`src/rtl/rx_recirc_pkg.sv`:
```
// rx_recirc_pkg: shared types and sizing for the recirculating-network receiver.
//   packet_t  - flit as it leaves the photonic switch
//   PORTS     - number of switch output ports
//   TIME_BITS - width of the global emulation time counter / flit timestamp
//   RX_DEPTH  - default receiver FIFO depth, so network can instantiate uniformly
//   STAT_W    - default statistics counter width
package rx_recirc_pkg;

   localparam int PORTS     = 4;
   localparam int PORT_W    = $clog2(PORTS);
   localparam int DATA_W    = 32;
   localparam int TIME_BITS = 16;
   localparam int RX_DEPTH  = 4;
   localparam int STAT_W    = 32;

   typedef struct packed {
      logic                 valid;
      logic [PORT_W-1:0]    source;
      logic [PORT_W-1:0]    dest;
      logic [DATA_W-1:0]    data;
      logic [TIME_BITS-1:0] timestamp;
   } packet_t;

   // Delivery latency; the time counter wraps, so the difference is taken modulo 2^TIME_BITS.
   function automatic logic [TIME_BITS-1:0] flit_latency(input logic [TIME_BITS-1:0] now,
                                                         input logic [TIME_BITS-1:0] stamp);
      return now - stamp;
   endfunction

endpackage

```
`src/rtl/rx_fifo.sv`:
```
// rx_fifo: parameterised show-ahead FIFO.
//   clk, rst       - clock, asynchronous active-low reset
//   i_push/i_wdata - write request and data (ignored when full)
//   i_pop          - read request (ignored when empty)
//   o_rdata        - head entry, combinational from memory and read pointer
//   o_full         - occupancy == DEPTH
//   o_nearly_full  - occupancy >= DEPTH-1
//   o_empty        - occupancy == 0
module rx_fifo #(
   parameter int unsigned DEPTH = 4,
   parameter int unsigned WIDTH = 8
) (
   input  logic             clk,
   input  logic             rst,
   input  logic             i_push,
   input  logic [WIDTH-1:0] i_wdata,
   input  logic             i_pop,
   output logic [WIDTH-1:0] o_rdata,
   output logic             o_full,
   output logic             o_nearly_full,
   output logic             o_empty
);

   localparam int unsigned AW = $clog2(DEPTH);
   localparam logic [AW:0] NF_THR = (AW + 1)'(DEPTH - 1);

   // Pointers carry one extra wrap bit to tell full from empty.
   logic [AW:0]      r_wptr;
   logic [AW:0]      r_rptr;
   logic [WIDTH-1:0] r_mem [DEPTH];

   logic        w_push;
   logic        w_pop;
   logic [AW:0] w_count;

   assign o_empty       = (r_wptr == r_rptr);
   assign o_full        = (r_wptr[AW] != r_rptr[AW]) && (r_wptr[AW-1:0] == r_rptr[AW-1:0]);
   assign w_count       = r_wptr - r_rptr;
   assign o_nearly_full = (w_count >= NF_THR);

   assign w_push = i_push & ~o_full;
   assign w_pop  = i_pop & ~o_empty;

   assign o_rdata = r_mem[r_rptr[AW-1:0]];

   always_ff @(posedge clk or negedge rst) begin
      if (!rst) begin
         r_wptr <= '0;
         r_rptr <= '0;
      end else begin
         if (w_push) r_wptr <= r_wptr + 1'b1;
         if (w_pop)  r_rptr <= r_rptr + 1'b1;
      end
   end

   // Storage is not reset; clearing the pointers discards its contents logically.
   always_ff @(posedge clk) begin
      if (w_push) r_mem[r_wptr[AW-1:0]] <= i_wdata;
   end

endmodule

```
`src/rtl/rx_recirc.sv`:
```
// rx_recirc: per-output-port receiver of the recirculating network.
// Screens out misrouted flits, buffers accepted flits in a show-ahead FIFO and
// keeps saturating delivery statistics.
//   clk, rst       - clock, asynchronous active-low reset
//   din            - flit from the switch output port
//   time_now       - global emulation time
//   dout, ready    - FIFO head to the sink (valid iff non-empty) and sink accept
//   full           - FIFO occupancy == DEPTH (registered pointers)
//   nearly_full    - FIFO occupancy >= DEPTH-1
//   pkt_count      - flits delivered
//   lat_sum        - sum of delivery latencies
//   misroute_count - valid flits with dest != PORT_ID
//   drop_count     - correctly routed flits refused because the FIFO was full
module rx_recirc
   import rx_recirc_pkg::*;
#(
   parameter int unsigned PORT_ID = 0,
   parameter int unsigned DEPTH   = RX_DEPTH,
   parameter int unsigned CNT_W   = STAT_W
) (
   input  logic                 clk,
   input  logic                 rst,
   input  packet_t              din,
   input  logic [TIME_BITS-1:0] time_now,
   output packet_t              dout,
   input  logic                 ready,
   output logic                 full,
   output logic                 nearly_full,
   output logic [CNT_W-1:0]     pkt_count,
   output logic [CNT_W-1:0]     lat_sum,
   output logic [CNT_W-1:0]     misroute_count,
   output logic [CNT_W-1:0]     drop_count
);

   localparam int unsigned PW    = $bits(packet_t);
   // Wide enough for both operands plus a carry, so the saturation test sees any overflow.
   localparam int unsigned SUM_W = ((CNT_W > TIME_BITS) ? CNT_W : TIME_BITS) + 1;
   localparam logic [SUM_W-1:0] CNT_MAX = SUM_W'({CNT_W{1'b1}});

   logic [PW-1:0]        w_rdata;
   packet_t              w_head;
   logic                 w_empty;
   logic                 w_full;
   logic                 w_for_me;
   logic                 w_accept;
   logic                 w_misroute;
   logic                 w_drop;
   logic                 w_pop;
   logic [TIME_BITS-1:0] w_lat;
   logic [SUM_W-1:0]     w_lat_wide;

   logic [CNT_W-1:0] r_pkt_count, w_pkt_count;
   logic [CNT_W-1:0] r_lat_sum, w_lat_sum;
   logic [CNT_W-1:0] r_misroute_count, w_misroute_count;
   logic [CNT_W-1:0] r_drop_count, w_drop_count;

   function automatic logic [CNT_W-1:0] sat_inc(input logic [CNT_W-1:0] v);
      return (&v) ? v : v + 1'b1;
   endfunction

   // Classification of the incoming flit. Drop uses the registered full flag:
   // a same-cycle pop does not make room, since upstream already saw full.
   assign w_for_me   = (din.dest == PORT_W'(PORT_ID));
   assign w_misroute = din.valid & ~w_for_me;
   assign w_accept   = din.valid & w_for_me & ~w_full;
   assign w_drop     = din.valid & w_for_me & w_full;
   assign w_pop      = ~w_empty & ready;

   rx_fifo #(
      .DEPTH (DEPTH),
      .WIDTH (PW)
   ) u_fifo (
      .clk           (clk),
      .rst           (rst),
      .i_push        (w_accept),
      .i_wdata       (din),
      .i_pop         (w_pop),
      .o_rdata       (w_rdata),
      .o_full        (w_full),
      .o_nearly_full (nearly_full),
      .o_empty       (w_empty)
   );

   assign w_head = packet_t'(w_rdata);
   assign dout   = w_empty ? packet_t'('0) : w_head;
   assign full   = w_full;

   assign w_lat      = flit_latency(time_now, w_head.timestamp);
   assign w_lat_wide = SUM_W'(r_lat_sum) + SUM_W'(w_lat);

   always_comb begin
      w_pkt_count      = r_pkt_count;
      w_lat_sum        = r_lat_sum;
      w_misroute_count = r_misroute_count;
      w_drop_count     = r_drop_count;
      if (w_pop) begin
         w_pkt_count = sat_inc(r_pkt_count);
         w_lat_sum   = (w_lat_wide > CNT_MAX) ? {CNT_W{1'b1}} : w_lat_wide[CNT_W-1:0];
      end
      if (w_misroute) w_misroute_count = sat_inc(r_misroute_count);
      if (w_drop)     w_drop_count     = sat_inc(r_drop_count);
   end

   always_ff @(posedge clk or negedge rst) begin
      if (!rst) begin
         r_pkt_count      <= '0;
         r_lat_sum        <= '0;
         r_misroute_count <= '0;
         r_drop_count     <= '0;
      end else begin
         r_pkt_count      <= w_pkt_count;
         r_lat_sum        <= w_lat_sum;
         r_misroute_count <= w_misroute_count;
         r_drop_count     <= w_drop_count;
      end
   end

   assign pkt_count      = r_pkt_count;
   assign lat_sum        = r_lat_sum;
   assign misroute_count = r_misroute_count;
   assign drop_count     = r_drop_count;

endmodule
```
`config.mk`:
```
export PLATFORM = sky130hd
export DESIGN_NAME = rx_recirc
export DESIGN_NICKNAME = d
export VERILOG_FILES = /design/src/rtl/rx_recirc_pkg.sv /design/src/rtl/rx_fifo.sv /design/src/rtl/rx_recirc.sv
export SDC_FILE = /design/constraint.sdc
export NUM_CORES = 1
export LEC_CHECK = 0
export ABC_AREA = 0
export BUFFER_PORTS_ARGS = -buffer_cell sky130_fd_sc_hd__buf_2
export CORE_MARGIN = 1.5
export CORE_UTILIZATION = 30
export CTS_CLUSTER_DIAMETER = 100
export DETAILED_ROUTE_END_ITERATION = 6
export GPL_TIMING_DRIVEN = 0
export HOLD_SLACK_MARGIN = 0.06
export SLEW_MARGIN = 20
export SYNTH_ARGS = -nofsm -noshare
export SYNTH_HDL_FRONTEND = slang
export SYNTH_HIERARCHICAL = 1
export SYNTH_SLANG_ARGS = --single-unit
```
`constraint.sdc`:
```
create_clock -name clk -period 5.4 [get_ports clk]
set_clock_uncertainty 0.1 [all_clocks]
set_input_delay 1.08 -clock clk [delete_from_list [all_inputs] [get_ports clk]]
set_output_delay 1.08 -clock clk [all_outputs]
set_load 0.005 [all_outputs]
```
# Word-level counts from Yosys, hierarchy flattened
# Memories as Yosys holds them, arrays and structs flattened.
# Cells that the tools add are included.
# W data, S select, Z words.
[op_classes]
n_addsub = 8
order_cmp = 2
eq_ne = 3
mux = 4
n_bitwise = 13
reduce_logical = 8
[ops]
columns = ["op", "n"]
rows = [
  ["$add A32 B1 Y32 const B", 3],
  ["$reduce_and A32 Y1", 3],
  ["$mux W53", 1],
  ["$add A32 B16 Y33", 1],
  ["$gt A33 B32 Y1 const B", 1],
  ["$mux W32", 1],
  ["$sub A16 B16 Y16", 1],
  ["$and A1 B1 Y1", 7],
  ["$add A3 B1 Y3 const B", 2],
  ["$not A1 Y1", 6],
  ["$reduce_and A2 Y1", 3],
  ["$eq A3 B3 Y1", 1],
  ["$ge A3 B2 Y1 const B", 1],
  ["$sub A3 B3 Y3", 1],
  ["$eq A2 B2 Y1", 1],
  ["$logic_not A2 Y1", 1],
  ["$mux W1", 2],
  ["$logic_and A1 B1 Y1", 1],
  ["$ne A1 B1 Y1", 1],
]
[word_totals]
register_bits = 134
mem_bits_rw = 212
inputBits = 72
wordCells = 45
n_memories = 1
[mem_list]
columns = ["name", "depth", "word_bits", "rd", "rd_ports_with_merged_regs", "wr", "line_no", "rtl"]
rows = [
  ["u_fifo.r_mem", 4, 53, 1, 0, 1, "rx_fifo.sv:30", "logic [WIDTH-1:0] r_mem [DEPTH];"],
]

# Depth between registers and ports, before layout
[depth]
depth_word = 7
ltp_mapped = 21

# Hierarchy
# Netlist, hierarchy kept.
[modules_own_cells]
columns = ["mod", "instances", "cells_each", "area_per_inst_um2", "seq_area_each_um2"]
rows = [
  ["rx_fifo", 1, 323, 8155.3, 6516.2],
  ["rx_recirc", 1, 824, 7786.2, 3203.1],
]

# Worst setup path after synthesis
# Ideal clock, no wire load.
[synth_timing]
path_type = "reg-to-reg"
start = "register u_fifo.r_rptr[0]"
end = "register r_lat_sum[31] (netlist: lat_sum[31])"
setup_ps = 125
arrival_ps = 4563
required_time_ps = 5175
path_slack_ps = 612
path_stages_with_launch = 20
synth_period_minus_slack_ps = 4788
cell_sequence = "dfrtp_1 buf_6 buf_6 mux4_2 ha_1 fa_1 nor2b_1 o21ai_0 a21boi_0 o21ai_0 a31oi_1 xnor2_1 ha_1 a21o_1 a211o_1 a22oi_1 a41oi_2 o211ai_2 nor2_1 mux2_2"
[synth_lines]
columns = ["item", "line_no", "rtl"]
rows = [
  ["start, declared", "rx_fifo.sv:29", "logic [AW:0] r_rptr;"],
  ["start signal, assigned", "rx_fifo.sv:52", "if (w_pop) r_rptr <= r_rptr + 1'b1;"],
  ["end signal, assigned", "rx_recirc.sv:112", "r_lat_sum <= w_lat_sum;"],
  ["end, declared", "rx_recirc.sv:53", "logic [CNT_W-1:0] r_lat_sum, w_lat_sum;"],
]

==> run summary <==
status: finished clean
Compound-Gate Fraction of Synth Area: 5.52%
routed len/inst: 18.1 um
Top Family by Delay on Critical Path: compound AO/OA/AOI/OAI gates
Power Density: 573 nW/um^2
first-pass GRT wire length: 59.6 mm
clk sink count: 346
DR vias/cell: 4.75
global route overflow: 0
Synth Instances: 1147
CP endpoint kind: flop
largest family of logic cells by synthesized area: simple AND/OR/NAND/NOR gates
CP Class: flop to flop
Cell variety after synth: 74
Final nets: 1571
Post-Syn Area: 15900 um^2
Synth Area in Adders: 3.67%
routability cong.: 0.823
Finished Cell Area: 19700 um^2
Main synth FF type: edfxtp_1
ys async rst share: 38.7%
Root Buffer: clkbuf_16
die width: 234 um
DIE HEIGHT: 234 um
total core area: 52600 um^2
post-synthesis average cell area: 13.9 um^2
Final Cycle Share: 95.8%
Post-synth EDFFs: 212
Crit Reg-Reg Startpoint: u_fifo/r_rptr[0]
CTS H-tree lvls: 2
most common cell after layout, fill and taps aside: buf_2
cell chain of the critical path: buf_8 > buf_12 > mux4_2 > inv_1 > ha_1 > nor2b_1 > o31a_1 > o31a_1 > or2_2 > a31oi_2 > xnor2_2 > ha_1 > nand2_1 > nor2_1 > a211oi_2 > o221ai_2 > a21o_1 > buf_2 > nand3_1 > mux2_2
CTS tree: built
clock slew seen by the registers of the worst setup and hold paths: 0.06 ns
final std cells w/o fill: 2174
final hold viol count: 0
fmax: 0.193 GHz
Setup-failing EPs final: 0
leak pwr: 8.08 nW
clk buf depth: 3
Routed WL: 39.4 mm
R2R Setup Slk: 0.23 ns
Remaining DRCs: 0
vias in the first global route: 10300
Max Slew Vio Count: 0
number of synthesized register bits: 346
router iterations before antenna repair: 4
Crit Path Max Fanout: 10
peak supply drop: 0.000320 V
RR Endpoint: lat_sum[26]
Post-DP HPWL: 28.1 mm
Total GRT Usage: 14.3%
WHS: 0.316 ns
multiplexer share of the synthesized area: 8.77%
most frequent cells in the layout: buf_2, edfxtp_1, dfrtp_1
Rows: 84
Least-Margin Pin Slew: 0.831 ns
Area after DPL: 18200 um^2
slowest stage delay, CP: 0.54 ns
share of post-route cells with drive strength above 1: 30.3%
initial antenna violation count: 15
TritonCTS Buffers: 40
Port Buffer Count: 254
Final ANT Viol Nets: 0
largest net degree at the start of global routing: 92
Placement Setup Slack: -0.469 ns
clk_lat worst skew: 0.57 ns
Data required, critical path: 5.75 ns
Initial Util: 30.3%
simple logic cell fraction of the synthesized area: 12.2%
via total after detailed routing: 10300
Post-Syn Nets: 1264
First DRT Iteration DRCs: 502
total of max-cap violations: 0
Slowest-stage cell, CP: mux4_2
total power: 11.3 mW
full die area: 54500 um^2
min-delay worst type: primary input to async pin
Worst Path Buf+Inv: 4
Synth Warn #: 6
CTS Hold Bufs: 0
Crit path arrival time: 5.52 ns
dpl cells: 2095
fin crit period: 5.17 ns
r2r worst-path depth: 20
IO Pins: 255
startpoint types: flop
max_slew headroom: 44.6%
final worst setup slack: 0.227 ns
post-synthesis xor/xnor area fraction: 6.59%
area grow syn2layout: 23.5%
Seq/Total Area, Yosys: 61.0%
## Yosys cell counts, types with 5 or more instances
| library cell | instances | area share, % |
|---|---|---|
| and2_1 | 8 | 0.31 |
| xnor2_1 | 79 | 4.3 |
| buf_6 | 8 | 0.57 |
| and3_1 | 24 | 0.94 |
| and4_1 | 10 | 0.55 |
| ha_1 | 42 | 3.3 |
| or3_1 | 5 | 0.20 |
| nand2_1 | 78 | 1.8 |
| clkbuf_1 | 12 | 0.28 |
| nor2_1 | 76 | 1.8 |
| nor2b_1 | 45 | 1.8 |
| dfrtp_1 | 134 | 21 |
| mux2_2 | 10 | 0.71 |
| a21o_1 | 9 | 0.42 |
| mux4_1 | 10 | 1.6 |
| inv_1 | 45 | 1.1 |
| a21oi_1 | 27 | 0.85 |
| nand4_1 | 27 | 1.1 |
| a31oi_1 | 22 | 0.86 |
| buf_2 | 11 | 0.35 |
| mux4_2 | 43 | 6.1 |
| nor3_1 | 12 | 0.38 |
| xor2_1 | 41 | 2.3 |
| o21ai_0 | 23 | 0.72 |
| edfxtp_1 | 212 | 40 |
| nand3_1 | 45 | 1.4 |
## worst register-to-register path, stage by stage (launching register included)
cell and delay (ns):
dfrtp_1 0.40, buf_8 0.19, buf_12 0.17, mux4_2 0.55, inv_1 0.09, ha_1 0.22
nor2b_1 0.14, o31a_1 0.27, o31a_1 0.34, or2_2 0.33, a31oi_2 0.25, xnor2_2 0.15
ha_1 0.28, nand2_1 0.16, nor2_1 0.08, a211oi_2 0.26, o221ai_2 0.18, a21o_1 0.22
buf_2 0.21, nand3_1 0.12, mux2_2 0.33
## sequential cells by signal, summed over array words and instances (netlist names)
signal	cells
u_fifo/r_rptr	3
misroute_count	32
pkt_count	32
lat_sum	32
drop_count	32
u_fifo/r_wptr	3
u_fifo/r_mem	212
## repair_timing
action / 4_1_cts / 5_1_grt
endpoints found under the setup margin: 32 / 29
buffers inserted: 3 / 2
pin swaps: 4 / 6
gates resized for setup: 9 / 17
## report_power, final
group	total, mW	leakage [nW]	switching [mW]	internal [mW]
Clock	2.64	0.608	1.10	1.54
Combinational	5.33	3.80	3.01	2.33
Sequential	3.31	3.68	0.201	3.11
Total	11.3	8.08	4.31	6.97
## area by class of cell
cell class / count / area, um^2
multi-input cells: 723 / 5990
well taps: 688 / 861
clock inverters: 17 / 180
plain buffers: 33 / 216
repair buffers: 265 / 1450
flip-flops and latches: 346 / 9720
diodes: 2 / 5.00
fillers: 5034 / 32900
clock buffers: 55 / 1100
inverters: 45 / 169
## through the flow
| stage | utilization, % | TNS [ns] |
|---|---|---|
| 2_1_floorplan | - | 0 |
| 3_3_place_gp | 34.4 | -8.66 |
| 3_5_place_dp | 34.7 | -10.24 |
| 4_1_cts | 37.3 | 0 |
| 5_1_grt | 37.5 | -0.0831 |
| 6_report | 37.5 | 0 |
## cell families after synthesis
logic type / count (synthesis)
fa+ha+maj: 45
simple gates: 364
compound gates: 126
xor+xnor: 120
flops: 346
buf+inv: 78
mux: 68
## how the worst max path moves through the flow
stage	startpoint	to	cells after the start
floorplan	u_fifo/r_rptr[0]	lat_sum[31]	19
global placement	u_fifo/r_rptr[0]	lat_sum[31]	19
detailed placement	u_fifo/r_rptr[0]	lat_sum[23]	19
CTS	u_fifo/r_rptr[0]	lat_sum[26]	20
global route	u_fifo/r_rptr[0]	lat_sum[26]	20
finish	u_fifo/r_rptr[0]	lat_sum[26]	20
## layer usage
| metal | wire length [um] | vias to the layer above | global-route usage, % |
|---|---|---|---|
| met4 | 850 | 20 | 4.43 |
| met3 | 2980 | 73 | 5.14 |
| met1 | 16800 | 5093 | 17.6 |
| met2 | 18600 | 246 | 23.2 |
| met5 | 132 | - | 0 |
| li1 | - | 4889 | - |
No activity file was read; power rests on OpenSTA's default activity.
